File: config.mk
export PLATFORM = sky130hd
export DESIGN_NAME = vbuffer_fetch
export DESIGN_NICKNAME = d
export VERILOG_FILES = /design/src/rtl/vbuffer_fetch.sv
export SDC_FILE = /design/constraint.sdc
export NUM_CORES = 1
export LEC_CHECK = 0
export BUFFER_PORTS_ARGS = -buffer_cell sky130_fd_sc_hd__buf_4
export CAP_MARGIN = 20
export CORE_UTILIZATION = 49
export DETAILED_ROUTE_END_ITERATION = 12
export GPL_ROUTABILITY_DRIVEN = 0
export GPL_TIMING_DRIVEN = 0
export PLACE_DENSITY = 0.82
export RECOVER_POWER = 50
export SYNTH_ARGS = -nofsm -noshare
export SYNTH_HDL_FRONTEND = slang
export SYNTH_SLANG_ARGS = --single-unit
File: constraint.sdc
create_clock -name clock -period 2.85 [get_ports clock]
set_clock_uncertainty 0.15 [all_clocks]
set_input_delay 0.57 -clock clock [delete_from_list [all_inputs] [get_ports clock]]
set_output_delay 0.57 -clock clock [all_outputs]
set_load 0.02 [all_outputs]
File: src/rtl/vbuffer_fetch.sv
// Vertex-buffer fetch engine: walks a contiguous RAM range and streams each word out through a 2-entry queue.
// Optional degenerate-triangle culling is compiled in when VBUFFER_FETCH_DEGEN_CULL_EN is defined.
module vbuffer_fetch #(
    parameter int DATA_WIDTH = 216,
    parameter int ADDR_WIDTH = 12
) (
    input  logic                  clock,
    input  logic                  reset,
    input  logic                  start,
    input  logic [ADDR_WIDTH-1:0] base_addr,
    input  logic [ADDR_WIDTH:0]   count,
    output logic                  busy,
    output logic                  done,
    output logic [ADDR_WIDTH-1:0] read_addr,
    input  logic [DATA_WIDTH-1:0] q,
    output logic                  out_valid,
    input  logic                  out_ready,
    output logic [DATA_WIDTH-1:0] out_data,
    output logic [ADDR_WIDTH:0]   out_index,
    output logic                  out_last
);

    typedef enum logic [1:0] {
        IDLE,
        FETCH,
        DRAIN,
        FINISH
    } state_t;

    localparam logic [ADDR_WIDTH:0] ONE = {{ADDR_WIDTH{1'b0}}, 1'b1};

    state_t                  state_q, state_d;
    logic [ADDR_WIDTH-1:0]   base_q, base_d;
    logic [ADDR_WIDTH-1:0]   hold_q, hold_d;
    logic [ADDR_WIDTH:0]     count_q, count_d;
    logic [ADDR_WIDTH:0]     issued_q, issued_d;
    logic [ADDR_WIDTH:0]     emit_q, emit_d;
    logic                    inflight_q, inflight_d;
    logic [1:0]              occ_q, occ_d;
    logic [DATA_WIDTH-1:0]   ent0_q, ent0_d;
    logic [DATA_WIDTH-1:0]   ent1_q, ent1_d;

    logic                    keep;
    logic                    push;
    logic                    pop;
    logic                    issue;
    logic [ADDR_WIDTH-1:0]   issue_addr;

`ifdef VBUFFER_FETCH_DEGEN_CULL_EN
    localparam int VW = DATA_WIDTH / 4;
    logic [VW-1:0] vec0, vec1, vec2;
    logic          all_captured;

    assign vec0 = q[VW-1:0];
    assign vec1 = q[2*VW-1:VW];
    assign vec2 = q[3*VW-1:2*VW];
    assign keep = !((vec0 == vec1) || (vec1 == vec2) || (vec0 == vec2));

    // A lone head word is held back until no later capture can still become the final one,
    // so out_last is known (and stable) the moment the word is offered.
    assign all_captured = (state_q == DRAIN) && !inflight_q;
    assign out_valid    = (occ_q == 2'd2) || ((occ_q == 2'd1) && all_captured);
    assign out_last     = out_valid && (occ_q == 2'd1);
`else
    logic [ADDR_WIDTH:0] last_ord;

    assign keep      = 1'b1;
    assign last_ord  = count_q - ONE;
    assign out_valid = (occ_q != 2'd0);
    assign out_last  = out_valid && (emit_q == last_ord);
`endif

    assign out_data  = ent0_q;
    assign out_index = emit_q;
    assign done      = (state_q == FINISH);
    assign busy      = (state_q != IDLE) || (start && !reset);
    assign read_addr = issue ? issue_addr : hold_q;

    // A slot freed by this cycle's pop may be reused, which is what sustains one word per cycle.
    always_comb begin
        issue_addr = base_q + issued_q[ADDR_WIDTH-1:0];
        pop        = out_valid && out_ready;
        push       = inflight_q && keep;
        issue      = (state_q == FETCH) && (issued_q != count_q) &&
                     ((({1'b0, occ_q} + {2'b00, inflight_q}) < 3'd2) || pop);
    end

    always_comb begin
        state_d    = state_q;
        base_d     = base_q;
        count_d    = count_q;
        issued_d   = issued_q;
        emit_d     = emit_q;
        hold_d     = hold_q;
        inflight_d = issue;
        occ_d      = occ_q + {1'b0, push} - {1'b0, pop};
        ent0_d     = ent0_q;
        ent1_d     = ent1_q;

        if (issue) begin
            issued_d = issued_q + ONE;
            hold_d   = issue_addr;
        end

        if (pop) begin
            emit_d = emit_q + ONE;
            ent0_d = ent1_q;
        end

        if (push) begin
            if ((occ_q == 2'd0) || ((occ_q == 2'd1) && pop)) begin
                ent0_d = q;
            end else begin
                ent1_d = q;
            end
        end

        case (state_q)
            IDLE: begin
                if (start) begin
                    base_d   = base_addr;
                    count_d  = count;
                    issued_d = '0;
                    emit_d   = '0;
                    state_d  = (count == '0) ? FINISH : FETCH;
                end
            end
            FETCH: begin
                if (issue && (issued_d == count_q)) begin
                    state_d = DRAIN;
                end
            end
            DRAIN: begin
                if ((occ_d == 2'd0) && !inflight_d) begin
                    state_d = FINISH;
                end
            end
            FINISH: begin
                state_d = IDLE;
            end
            default: begin
                state_d = IDLE;
            end
        endcase
    end

    always_ff @(posedge clock) begin
        if (reset) begin
            state_q    <= IDLE;
            base_q     <= '0;
            count_q    <= '0;
            issued_q   <= '0;
            emit_q     <= '0;
            hold_q     <= '0;
            inflight_q <= 1'b0;
            occ_q      <= 2'd0;
            ent0_q     <= '0;
            ent1_q     <= '0;
        end else begin
            state_q    <= state_d;
            base_q     <= base_d;
            count_q    <= count_d;
            issued_q   <= issued_d;
            emit_q     <= emit_d;
            hold_q     <= hold_d;
            inflight_q <= inflight_d;
            occ_q      <= occ_d;
            ent0_q     <= ent0_d;
            ent1_q     <= ent1_d;
        end
    end

endmodule

**After elaboration in Yosys (flattened, before gate mapping)**

Index checks and enable logic that the tools add are counted.

- $add $sub $neg: 7
- $lt $le $gt $ge: 1
- Equal/unequal tests: 10
- Muxes and demuxes: 15
- Bitwise operators: 1
- Reduce and logical (&&, ||, !) cells: 22

Operators with widths:

| operator | count |
|---|---|
| $mux W216 | 3 |
| $mux W13 | 6 |
| $add A13 B1 Y13 const B | 2 |
| $eq A13 B13 Y1 | 2 |
| $logic_not A13 Y1 | 1 |
| $ne A13 B13 Y1 | 1 |
| $sub A13 B1 Y13 const B | 1 |
| $add A12 B12 Y12 | 1 |
| $mux W12 | 1 |
| $logic_and A1 B1 Y1 | 8 |
| $mux W2 | 4 |
| $pmux W2 S4 | 1 |
| $logic_not A2 Y1 | 3 |
| $eq A2 B1 Y1 const B | 2 |
| $eq A2 B2 Y1 const B | 2 |
| $ne A2 B2 Y1 const B | 2 |
| $reduce_and A2 Y1 | 2 |
| $reduce_bool A2 Y1 | 2 |
| $add A2 B1 Y3 | 1 |
| $logic_or A1 B1 Y1 | 3 |
| $lt A3 B2 Y1 const B | 1 |
| $reduce_and A3 Y1 | 1 |
| $add A2 B1 Y2 | 1 |
| $logic_not A1 Y1 | 2 |
| other kinds (3) | 3 |

- Flip-flop bits (word level): 500
- Input port bits: 245
- Output and inout port bits: 245
- Logic and storage cells: 66

**Depth between registers and ports, before layout**

- Depth after elaboration: 9
- Gate-level depth with buffers: 14

**Worst setup path before layout**

OpenSTA, ideal clock, no wires.

- Path type: register to output
- Start: register count_q[2]
- End: output port out_last
- Data arrival time: 3.043 ns
- Path slack: -0.913 ns
- Cell stages (with the launch flop): 12
- Path through: dfxtp_1 -> clkbuf_1 -> or4_1 -> nor3_1 -> nand2_1 -> nor3_1 -> nand3_1 -> o21ai_0 -> nor2_1 -> a21oi_1 -> a32oi_1 -> a2111oi_0

- Cells in the longest elaborated chain, start to end: 3

Ends and longest elaborated chain:

| item | line | RTL |
|---|---|---|
| from (decl) | 35 | `logic [ADDR_WIDTH:0] count_q, count_d;` |
| from (signal assigned) | 162 | `count_q <= count_d;` |
| $sub A13 B1 Y13 | 68 | `assign last_ord = count_q - ONE;` |
| $eq A13 B13 Y1 | 70 | `assign out_last = out_valid && (emit_q == last_ord);` |
| $logic_and A1 B1 Y1 | 70 |  |
| to (decl) | 20 | `output logic out_last` |

No other way between the ends.

**Worst setup path after layout**

- Start: register base_q[0]
- End: output port read_addr[10]

- Cells in the longest elaborated chain, start to end: 2

Ends and longest elaborated chain:

| item | line | RTL |
|---|---|---|
| from (decl) | 33 | `logic [ADDR_WIDTH-1:0] base_q, base_d;` |
| from (signal assigned) | 161 | `base_q <= base_d;` |
| $add A12 B12 Y12 | 81 | `issue_addr = base_q + issued_q[ADDR_WIDTH-1:0];` |
| $mux W12 | n/a |  |
| to (decl) | 14 | `output logic [ADDR_WIDTH-1:0] read_addr,` |

No other way between the ends.

==> flow_metrics.py <==
metrics = {
    "setup_path": {
        "crit_path_end_kind": "output pin",
        "cp_cell_sequence": "ha_4 -> buf_4 -> inv_2 -> fa_2 -> inv_2 -> a21oi_2 -> o21bai_2 -> a21oi_2 -> o21bai_2 -> a31oi_2 -> o21ai_1 -> xnor2_1 -> o21ai_2 -> buf_6",
        "cp.required_ns": 2.13,
        "worstSetupPathType": "reg -> out",
        "crit_family": "compound AO/OA/AOI/OAI gates",
        "max_stage_delay_ns": 0.38,
        "cp_num_buf_inv": 4,
        "cp_slowest_cell": "dfxtp_4",
        "worstPathMaxFanout": 2,
        "worst_setup_path_start_kind": "flop",
        "worstPathArrival_ns": 3.17,
    },
    "outcome": {
        "violations": "negative setup slack",
        "outcome": "finished, violations left",
    },
    "clock_tree": {
        "htreeDepth": 2,
        "cts_tree": "yes",
        "clock-sinks": 500,
        "clock_latency_ns": 0.60,
        "cts-root-buf": "clkbuf_16",
        "cts_buffers": 51,
        "cts.path.max_buffers": 3,
        "clk_pin_slew_ns": 0.06,
    },
    "logic_synthesis": {
        "syn_area_sq_um": 20700,
        "yosys.area_share.xor_xnor_pct": 2.74,
        "synth_top_family_by_area": "simple AND/OR/NAND/NOR gates",
        "synth_simple_gate_area_share_pct": 25.1,
        "synth_nets": 2961,
        "ys_seq_area_share_pct": 48.3,
        "synthArstFlopShare_pct": 0,
        "post_synth_mux_area_share_pct": 0,
        "synth_edf_count": 0,
        "ys_seq_elements": 500,
        "synth_compound_area_share_pct": 17.9,
        "syn_avg_cell_area_sq_um": 7.69,
        "yosys.cell_types.count": 61,
        "synthFlopType": "dfxtp_1",
        "synth_adder_area_share_pct": 1.37,
        "ys_warn_count": 0,
        "synthCells": 2694,
    },
    "flow_run": {
        "cap_violations": 0,
    },
    "drt": {
        "drt-total-wl_um": 76400,
        "wire_per_inst_um": 19.8,
        "drc_errors": 0,
        "via_count": 22500,
        "detail_route.iter0.violations": 2127,
        "via_per_inst": 5.82,
        "ant_nets": 0,
        "drt-pass1-iter-count": 8,
    },
    "timing": {
        "setup_ws_ns": -1.04,
        "final-hold-violation-count": 0,
        "slew_headroom_pct": 16.0,
        "rsz0062_at_grt": "yes",
        "setup_viol_count_final": 64,
        "fin_crit_ns": 3.89,
        "worst_slew_pin_slew_ns": 1.26,
        "max_freq_mhz": 257,
        "fin_crit_sh_pct": 136,
        "timing.hold.ws_ns": 0.0640,
        "finalMaxSlewViolations": 0,
    },
    "power": {
        "p_leak_nw": 9.59,
        "clkPwrFrac_pct": 28.9,
        "pwr-share-comb_pct": 32.7,
        "p_int_mw": 14.0,
        "power.density_nw_per_um2": 846,
        "p_seq_share_pct": 38.4,
        "power.switching_mw": 8.70,
        "peakVddDrop_mv": 0.602,
        "switching_share_pct": 38.3,
    },
    "floorplanning": {
        "std_cell_rows": 74,
        "die_w_um": 208,
        "coreArea_sq_um": 41300,
        "die_h_um": 208,
        "start_util_pct": 50.1,
        "boundaryPins": 490,
        "dieArea_sq_um": 43100,
    },
    "finish": {
        "fill_cells": 3420,
        "layout.cells.most_common": "nand2_1",
        "ff_latch_area_sq_um": 10000,
        "synthToLayoutAreaGrowth_pct": 29.9,
        "fin_cells": 3860,
        "final_cell_mix": "nand2_1 (951), dfxtp_1 (484), clkbuf_1 (432)",
        "final_layout_size_suffix_gt1_share_pct": 15.5,
        "multi_input_area_sq_um": 10300,
        "layout.nets": 3547,
    },
    "placement": {
        "numPortBuffers": 488,
        "dpl_worst_slack_ns": -0.594,
        "hpwl_um": 52700,
        "dp.cells": 3714,
    },
    "grt": {
        "grt_antenna_before_repair": 9,
        "grt_overflow_total": 0,
        "grt_pass1_wl_um": 116000,
        "grt_max_degree": 14,
        "grt_pass1_vias": 21500,
        "grtUsageTotal_pct": 33.4,
    },
    "hold_path": {
        "hold_path_class": "in -> reg",
    },
}
[metal layers]
metal / track usage (%) / part of all wire [%]
met1: 38.6 / 37
met2: 56.1 / 47
met3: 8.50 / 9.6
met4: 19.4 / 6.3
met5: 0 / 0.058
[flip-flops by register name, summed over array words and instances, names as in the netlist]
register	count
occ_q	2
out_data	216
count_q	13
base_q	12
state_q	2
out_index	13
inflight_q	1
hold_q	12
ent1_q	216
issued_q	13
[cell usage after synthesis, types with 3 or more instances]
library cell  count  area share (%)
a21o_1            6            0.22
a21oi_1         264             6.4
a21oi_2           3            0.13
a311oi_1        216             9.1
and2_1           15            0.45
and3_1            3           0.091
and4_1            3            0.13
buf_1             4           0.072
buf_2             3           0.072
clkbuf_1        213             3.9
dfxtp_1         500              48
ha_1             21             1.3
inv_1            20            0.36
nand2_1         963              17
nand2b_1          4            0.12
nand3_1           9            0.22
nand3b_1          3            0.11
nand4_1          11            0.33
nor2_1          253             4.6
nor2b_1           9            0.27
nor3_1           11            0.27
nor4_1            5            0.15
o2111ai_1         3            0.13
o21a_1            4            0.15
o21ai_0          32            0.77
o21bai_1          3            0.11
or3_1             9            0.27
or4_1             3            0.11
xnor2_1          33             1.4
xor2_1           28             1.2
[layout make-up]
class	instances	share of cell area, %
Sequential cell	500	37.3
Clock inverter	20	0.628
Buffer	216	3.45
Multi-Input combinational cell	1949	38.2
Tap cell	532	2.47
Clock buffer	74	5.41
Timing Repair Buffer	541	12.2
Inverter	21	0.298
Antenna cell	7	0.0651
[repair_timing]
action | in CTS | in global routing
cloned | 2 | 0
gates resized for setup | 126 | 53
buffers inserted | 33 | 20
endpoints found under the setup margin | 256 | 32
hold buffers | 0 | 0
pin swaps | 47 | 28
[logic make-up (layout without fill, tap and decap cells)]
family	count (synthesis)	in the layout
xor+xnor	63	63
flops	500	500
other cells	0	7
fa+ha+maj	22	22
simple gates	1313	1313
buf+inv	245	872
compound gates	551	551
[power by group through the flow]
stage / logic (mW) / registers [mW] / clock network [mW]
floorplan: 3.26 / 9.61 / 0
global placement: 7.09 / 8.79 / 0
detailed placement: 7.28 / 8.82 / 0
CTS: 7.74 / 8.72 / 6.59
global route: 7.94 / 8.83 / 6.90
finish: 7.44 / 8.73 / 6.57
[final timing paths]
path	startpoint	endpoint	slack [ns]	cells past startpoint
min	count[8]	count_q[8]$_SDFFE_PP0P_	0.06	3
max	base_q[0]$_SDFFE_PP0P_	read_addr[10]	-1.04	14
min reg2reg	ent1_q[206]$_SDFFE_PP0P_	ent1_q[206]$_SDFFE_PP0P_	0.30	2
max reg2reg	count_q[4]$_SDFFE_PP0P_	state_q[0]$_SDFFE_PP0P_	-0.48	17
[worst register-to-register path, stage by stage (launching register included)]
cell	delay [ns]
dfxtp_1	0.31
buf_6	0.13
buf_4	0.17
xnor2_4	0.21
o2111ai_4	0.14
nor4b_4	0.33
buf_4	0.19
buf_6	0.13
a21oi_1	0.09
xnor2_1	0.25
buf_4	0.16
buf_4	0.10
o21a_1	0.13
o221ai_2	0.10
nor4_2	0.23
buf_4	0.18
o21ai_0	0.08
o311a_1	0.14
[stage by stage]
stage	TNS, ns	power (mW)	util (%)	instance area (sq um)
final	-11.93	22.7	65.1	26900
after global routing	-22.10	23.7	65.1	26900
after CTS	-6.83	23.1	66.4	27400
after detailed placement	-123.53	16.1	60.7	25100
after global placement	-105.58	15.9	60.7	25100
after floorplan	-0.147	12.9	-	20800
(Power assumes the default switching activity.)
